## src/rtl/irq_pkg.sv

```systemverilog
// Shared types and constants for the interrupt dispatcher.
package irq_pkg;

  typedef enum logic [1:0] {
    IDLE = 2'd0,
    PEND = 2'd1,
    SERV = 2'd2
  } irq_state_e;

  localparam int WIDTH_OUT_DEF   = 3;
  localparam int SYNC_STAGES_DEF = 2;
  localparam int SYNC_STAGES_MIN = 2;
  localparam int SYNC_STAGES_MAX = 4;

endpackage

```

## src/rtl/irq_sync.sv

```systemverilog
// N-stage multi-bit synchronizer with asynchronous reset to a fixed value.
module irq_sync #(
  parameter int           W       = 4,
  parameter int           STAGES  = 2,
  parameter logic [W-1:0] RST_VAL = '1
) (
  input  logic         clk,
  input  logic         rst_bar,
  input  logic [W-1:0] d,
  output logic [W-1:0] q
);

  logic [W-1:0] sync_p [STAGES];

  always_ff @(posedge clk or negedge rst_bar) begin
    if (!rst_bar) begin
      for (int i = 0; i < STAGES; i++) sync_p[i] <= RST_VAL;
    end else begin
      sync_p[0] <= d;
      for (int i = 1; i < STAGES; i++) sync_p[i] <= sync_p[i-1];
    end
  end

  assign q = sync_p[STAGES-1];

endmodule

```

## src/rtl/irq_dispatch.sv

```systemverilog
// Interrupt dispatcher behind an active-low 8-to-3 priority encoder: sync, latch, req/ack, in-service tracking.
// Optional glitch filter (two matching synchronized samples) enabled by defining IRQ_FILTER_EN.
module irq_dispatch
  import irq_pkg::*;
#(
  parameter int WIDTH_OUT   = WIDTH_OUT_DEF,
  parameter int SYNC_STAGES = SYNC_STAGES_DEF
) (
  input  logic                 clk,
  input  logic                 rst_bar,
  input  logic                 GS_bar,
  input  logic [WIDTH_OUT-1:0] Y_bar,
  input  logic                 int_ack,
  input  logic                 int_done,
  output logic                 int_req,
  output logic [WIDTH_OUT-1:0] int_vec,
  output logic                 in_service
);

  localparam int BUS_W  = WIDTH_OUT + 1;
  localparam int SYNC_N = (SYNC_STAGES < SYNC_STAGES_MIN) ? SYNC_STAGES_MIN :
                          (SYNC_STAGES > SYNC_STAGES_MAX) ? SYNC_STAGES_MAX : SYNC_STAGES;

  logic [BUS_W-1:0]     sync_bus;
  logic                 valid_s;
  logic [WIDTH_OUT-1:0] code_s;
  logic                 accept;

  irq_sync #(
    .W      (BUS_W),
    .STAGES (SYNC_N),
    .RST_VAL({BUS_W{1'b1}})
  ) u_sync (
    .clk    (clk),
    .rst_bar(rst_bar),
    .d      ({GS_bar, Y_bar}),
    .q      (sync_bus)
  );

  assign valid_s = ~sync_bus[WIDTH_OUT];
  assign code_s  = ~sync_bus[WIDTH_OUT-1:0];

`ifdef IRQ_FILTER_EN
  // Previous synchronized sample; equality with an active sample implies both were active.
  logic [BUS_W-1:0] sync_prev_p;

  always_ff @(posedge clk or negedge rst_bar) begin
    if (!rst_bar) sync_prev_p <= '1;
    else          sync_prev_p <= sync_bus;
  end

  assign accept = valid_s && (sync_prev_p == sync_bus);
`else
  assign accept = valid_s;
`endif

  irq_state_e state, state_nxt;
  logic       load_vec;
  logic       cooldown;

  always_ff @(posedge clk or negedge rst_bar) begin
    if (!rst_bar) begin
      state    <= IDLE;
      int_vec  <= '0;
      cooldown <= 1'b0;
    end else begin
      state    <= state_nxt;
      // Forces one extra IDLE cycle after service so a held request is not re-latched at once.
      cooldown <= (state == SERV) && int_done;
      if (load_vec) int_vec <= code_s;
    end
  end

  always_comb begin
    state_nxt = state;
    load_vec  = 1'b0;
    case (state)
      IDLE: begin
        if (accept && !cooldown) begin
          state_nxt = PEND;
          load_vec  = 1'b1;
        end
      end
      PEND: begin
        // Acknowledge beats a same-cycle higher-priority replacement.
        if (int_ack) state_nxt = SERV;
        else if (accept && (code_s > int_vec)) load_vec = 1'b1;
      end
      SERV: begin
        if (int_done) state_nxt = IDLE;
      end
      default: state_nxt = IDLE;
    endcase
  end

  always_comb begin
    int_req    = 1'b0;
    in_service = 1'b0;
    case (state)
      PEND:    int_req    = 1'b1;
      SERV:    in_service = 1'b1;
      default: ;
    endcase
  end

endmodule

```

## config.mk

```make
export PLATFORM = sky130hd
export DESIGN_NAME = irq_dispatch
export DESIGN_NICKNAME = d
export VERILOG_FILES = /design/src/rtl/irq_pkg.sv /design/src/rtl/irq_sync.sv /design/src/rtl/irq_dispatch.sv
export SDC_FILE = /design/constraint.sdc
export NUM_CORES = 1
export LEC_CHECK = 0
export CAP_MARGIN = 20
export CORE_MARGIN = 2
export CORE_UTILIZATION = 41
export CTS_CLUSTER_DIAMETER = 200
export DETAILED_ROUTE_END_ITERATION = 8
export HOLD_SLACK_MARGIN = 0.02
export PLACE_DENSITY = 0.77
export SYNTH_ARGS = -nofsm -noshare
export SYNTH_HDL_FRONTEND = slang
export SYNTH_SLANG_ARGS = --single-unit
```

## constraint.sdc

```tcl
create_clock -name clk -period 1.6 [get_ports clk]
set_clock_uncertainty 0.1 [all_clocks]
set_input_delay 0.16 -clock clk [delete_from_list [all_inputs] [get_ports clk]]
set_output_delay 0.16 -clock clk [all_outputs]
set_load 0.02 [all_outputs]
```

# --- Yosys cells after proc, flatten, opt, wreduce, memory -nomap -nowiden ---
# Index checks and enable logic that the tools add are counted.
totals:
  regBits: 14
  wordCells: 29
  out_inout_bits: 5
op_classes:
  reduce_logical: 6
  bitwise_logic: 2
  eq_ne: 5
  order_cmp: 1
  n_mux: 10
op_table:
  columns: ["operator", "n"]
  rows:
  - ["$mux 2", 3]
  - ["$ne 2x2->1 const B", 3]
  - ["$pmux 2 s3", 1]
  - ["$mux 1", 5]
  - ["$gt 3x3->1", 1]
  - ["$logic_and 1x1->1", 3]
  - ["$not 3->3", 1]
  - ["$reduce_and 3->1", 1]
  - ["$eq 2x1->1 const B", 1]
  - ["$eq 2x2->1 const B", 1]
  - ["$logic_not 2->1", 1]
  - ["$pmux 1 s2", 1]
  - ["$logic_not 1->1", 1]
  - ["$not 1->1", 1]

# --- Logic depth before layout (Yosys ltp) ---
depth:
  word_depth: 6
  ltp_mapped: 6
  mapped_depth_nobuf: 6

# --- By module ---
# From an unflattened synthesis, not the netlist that was laid out.
unflattened:
  cells_unflattened: 43
  area_unflattened_um2: 575.6
modules_own_cells:
  columns: ["mod", "area_per_inst_um2", "cells_per_inst", "instances"]
  rows:
  - ["irq_dispatch", 335.3, 31, 1]
  - ["irq_sync", 240.2, 12, 1]

# --- Worst setup path after synthesis ---
# No wires, ideal clock.
synth_timing:
  path_type: "flip-flop to flip-flop"
  from: "register u_sync.sync_p, in the netlist u_sync.q[2]"
  to: "register int_vec[0]"
  arrival_time_ns: 1.448
  path_slack_ns: -0.028
  stages_incl_launch_ff: 7
  path_buffers: 0
  period_less_slack_ns: 1.628
  cell_sequence: "dfstp_2 > inv_1 > ha_1 > a21oi_1 > nand2_1 > a31oi_4 > mux2i_1"
synth_via:
  elab_chain_len: 6
synth_rtl:
  columns: ["item", "line_no", "rtl"]
  rows:
  - ["start: declaration", "irq_sync.sv:13", "logic [W-1:0] sync_p [STAGES];"]
  - ["$not 3->3", "irq_dispatch.sv:41", "assign code_s = ~sync_bus[WIDTH_OUT-1:0];"]
  - ["named net code_s[2]", "irq_dispatch.sv:26", "logic [WIDTH_OUT-1:0] code_s;"]
  - ["$gt 3x3->1", "irq_dispatch.sv:87", "else if (accept && (code_s > int_vec)) load_vec = 1'b1;"]
  - ["$logic_and 1x1->1", "irq_dispatch.sv:87", null]
  - ["$mux 1", "irq_dispatch.sv:87", null]
  - ["$mux 1", "irq_dispatch.sv:86", "if (int_ack) state_nxt = SERV;"]
  - ["$pmux 1 s2", "irq_dispatch.sv:77", "case (state)"]
  - ["end signal: assignment", "irq_dispatch.sv:70", "if (load_vec) int_vec <= code_s;"]
  - ["end: declaration", "irq_dispatch.sv:16", "output logic [WIDTH_OUT-1:0] int_vec,"]
# The timed path passes the listed nets, and every way through them passes these cells.
# A chain may end at the register's enable or synchronous reset.

# --- Final worst setup path ---
layout_timing:
  from: "register u_sync.sync_p, in the netlist u_sync.q[2]"
  to: "register int_vec[1]"
# Same word-level chain as after synthesis.

==> results.md <==
- Slew HR: 74.1%
- Initial antenna violation count: 0
- Clock sink total: 14
- Violated checks: setup timing
- PortBufs: 12
- RSZ-0062 raised after global routing: yes
- Final period utilization: 100%
- Post-synthesis sequential area ratio: 64.3%
- Antenna diode count: 0
- Num rows: 13
- Drt first-iter violations: 7
- Post-Syn Instances: 39
- Avg Vias per Cell: 4.67
- Critical path arrival: 1.70 ns
- Root buf cell: clkbuf_4
- Synthesis Warnings: 0
- Highest net fanout along the worst path: 3
- Placed cells: 68
- Net count after synthesis: 50
- Tot GR Track Use: 14.1%
- Setup violators final: 1
- Kind of critical path: reg -> reg
- Post-CTS setup buffer count: 0
- Wire per inst: 12.5 µm
- Synthesis-to-layout area growth: 40.2%
- # IOs: 13
- DR vias: 336
- DRC Markers: 0
- Die X: 41.0 µm
- Post-DRT Antenna Nets: 0
- Post-DP HPWL: 718 µm
- P_leak: 0.000357 µW
- Most frequent cells in the layout: clkdlybuf4s50_1 (10), dfstp_2 (8), inv_1 (6), dfrtp_1 (6)
- Status: finished, violations left
- Layout cells sized above 1: 40.4%
- Mapped Area: 561 µm²
- RePlAce Congestion: 0.666
- Die height: 41.0 µm
- H-tree depth: 1
- Syn Area/Cell: 14.4 µm²
- Number of iterations in the first detailed-routing pass: 3
- Clock Pin Slew Worst Setup and Hold Paths: 0.08 ns
- TritonCTS clock tree: done
- Tmin final: 1.61 ns
- Clk_lat worst skew: 0.27 ns
- DIE AREA: 0.00168 mm²
- Layout Cells excl Fill: 72
- Synth unique cells: 17
- DRT Wirelength: 897 µm
- Final Hold Viols: 0
- CP required: 1.69 ns
- Critical Path Start Type: flip-flop
- Setup ws final: -0.00630 ns
- Commonest non-fill, non-tap cell in the layout: clkdlybuf4s50_1
- Starting density of the core: 43.6%
- Max-slew violation count: 0
- Worst setup EP type: flip-flop
- Core area: 0.00128 mm²
- Fmax: 623 MHz
- VDD IR-drop max: 919 µV
- Total grt overflow: 0
- Max cap viols: 0
- Post-layout net count: 69
- PwrDens: 1690 mW/mm²
- First-pass GRT wire length: 1440 µm
- CTS buffer count: 3
- Design Power: 1330 µW
- Yosys reg bits: 14
- Clock tree buffer depth: 2
- Largest net degree at the start of global routing: 15
- Worst hold path class: in -> async
- Worst slew pin tran: 0.386 ns
- Vias in the first global route: 361
-- where the power goes --
| part | switching (µW) | leakage, µW | total [µW] | internal, µW |
|---|---|---|---|---|
| Clock | 107 | 0.0000210 | 245 | 138 |
| Sequential | 59.0 | 0.000158 | 498 | 439 |
| Combinational | 299 | 0.000178 | 588 | 289 |
| Total | 465 | 0.000357 | 1330 | 866 |
-- timing repair --
item,CTS,global route
setup endpoints to repair,5,4
hold buffers,0,0
gates resized for setup,7,2
pin swaps,4,2
-- worst max-delay path: stages (launching register included) --
cell	delay [ns]
dfstp_2	0.54
inv_2	0.04
ha_4	0.22
a21oi_2	0.13
nand2_2	0.07
a31oi_4	0.19
mux2i_1	0.23
-- flip-flops by register name, indices dropped and copies added (netlist names) --
signal         cells
u_sync.sync_p      4
state              2
int_vec            3
cooldown           1
u_sync.q           4
-- final cells by class --
cell class	instances	area, µm²
Fill cell	105	499
Sequential cell	14	360
Inverter	7	26.3
Timing Repair Buffer	14	134
Clock buffer	4	36.3
Tap cell	15	18.8
Multi-Input combinational cell	18	210
-- worst paths after layout --
check	from	endpoint	slack, ns	cells past startpoint
hold / removal	rst_bar	state[1]$_DFFE_PN0P_	0.09	2
hold reg to reg	u_sync.sync_p[6]$_DFF_PN1_	u_sync.q[2]$_DFF_PN1_	0.26	0
max in group asynchronous	rst_bar	u_sync.sync_p[6]$_DFF_PN1_	1.08	2
setup / recovery	u_sync.q[2]$_DFF_PN1_	int_vec[1]$_DFFE_PN0P_	-0.006	6
min in group clk	Y_bar[1]	u_sync.sync_p[5]$_DFF_PN1_	0.19	1
setup reg to reg	u_sync.q[2]$_DFF_PN1_	int_vec[1]$_DFFE_PN0P_	-0.006	6
-- synth_stat cells (all sizes together) --
master / count / area share, %
dfstp: 8 / 37
o21bai: 1 / 1.3
ha: 3 / 6.7
a21oi: 1 / 0.89
nand3: 1 / 0.89
nor4: 1 / 2.2
nand2b: 1 / 1.1
nor3: 1 / 2.9
dfrtp: 6 / 27
mux2i: 3 / 5.4
nor2b: 1 / 1.1
inv: 7 / 4.7
a22o: 1 / 1.6
a31oi: 1 / 3.8
nand3b: 1 / 1.3
and2: 1 / 1.1
nand2: 1 / 0.67
-- per-layer routing --
metal  wire length [µm]  up-vias  GRT usage (%)
met1                380      167           15.2
met2                488        6           23.8
li1                   -      163              -
met5                  0        -              0
met4                  0        0           7.50
met3                 29        0           4.89
-- per-stage QoR --
| stage | util (%) | hold slack, ns | worst slack, ns | TNS, ns | area (µm²) |
|---|---|---|---|---|---|
| 2_1_floorplan | - | -0.236 | 0.0181 | 0 | 561 |
| 3_3_place_gp | 55.6 | 0.246 | -0.0320 | -0.0838 | 714 |
| 5_1_grt | 61.1 | 0.0958 | -0.104 | -0.203 | 786 |
| 6_report | 61.1 | 0.0904 | -0.00630 | -0.00630 | 786 |
| 3_5_place_dp | 55.6 | 0.248 | -0.126 | -0.308 | 714 |
| 4_1_cts | 60.7 | 0.0897 | -0.0779 | -0.168 | 779 |
-- cells by family after synthesis --
group	after synthesis	share of synthesized area, %
compound gates	4	7.59
fa+ha+maj	3	6.70
buf+inv	7	4.69
flops	14	64.3
mux	3	5.36
simple gates	8	11.4
Power figures use the tool's default switching activity.
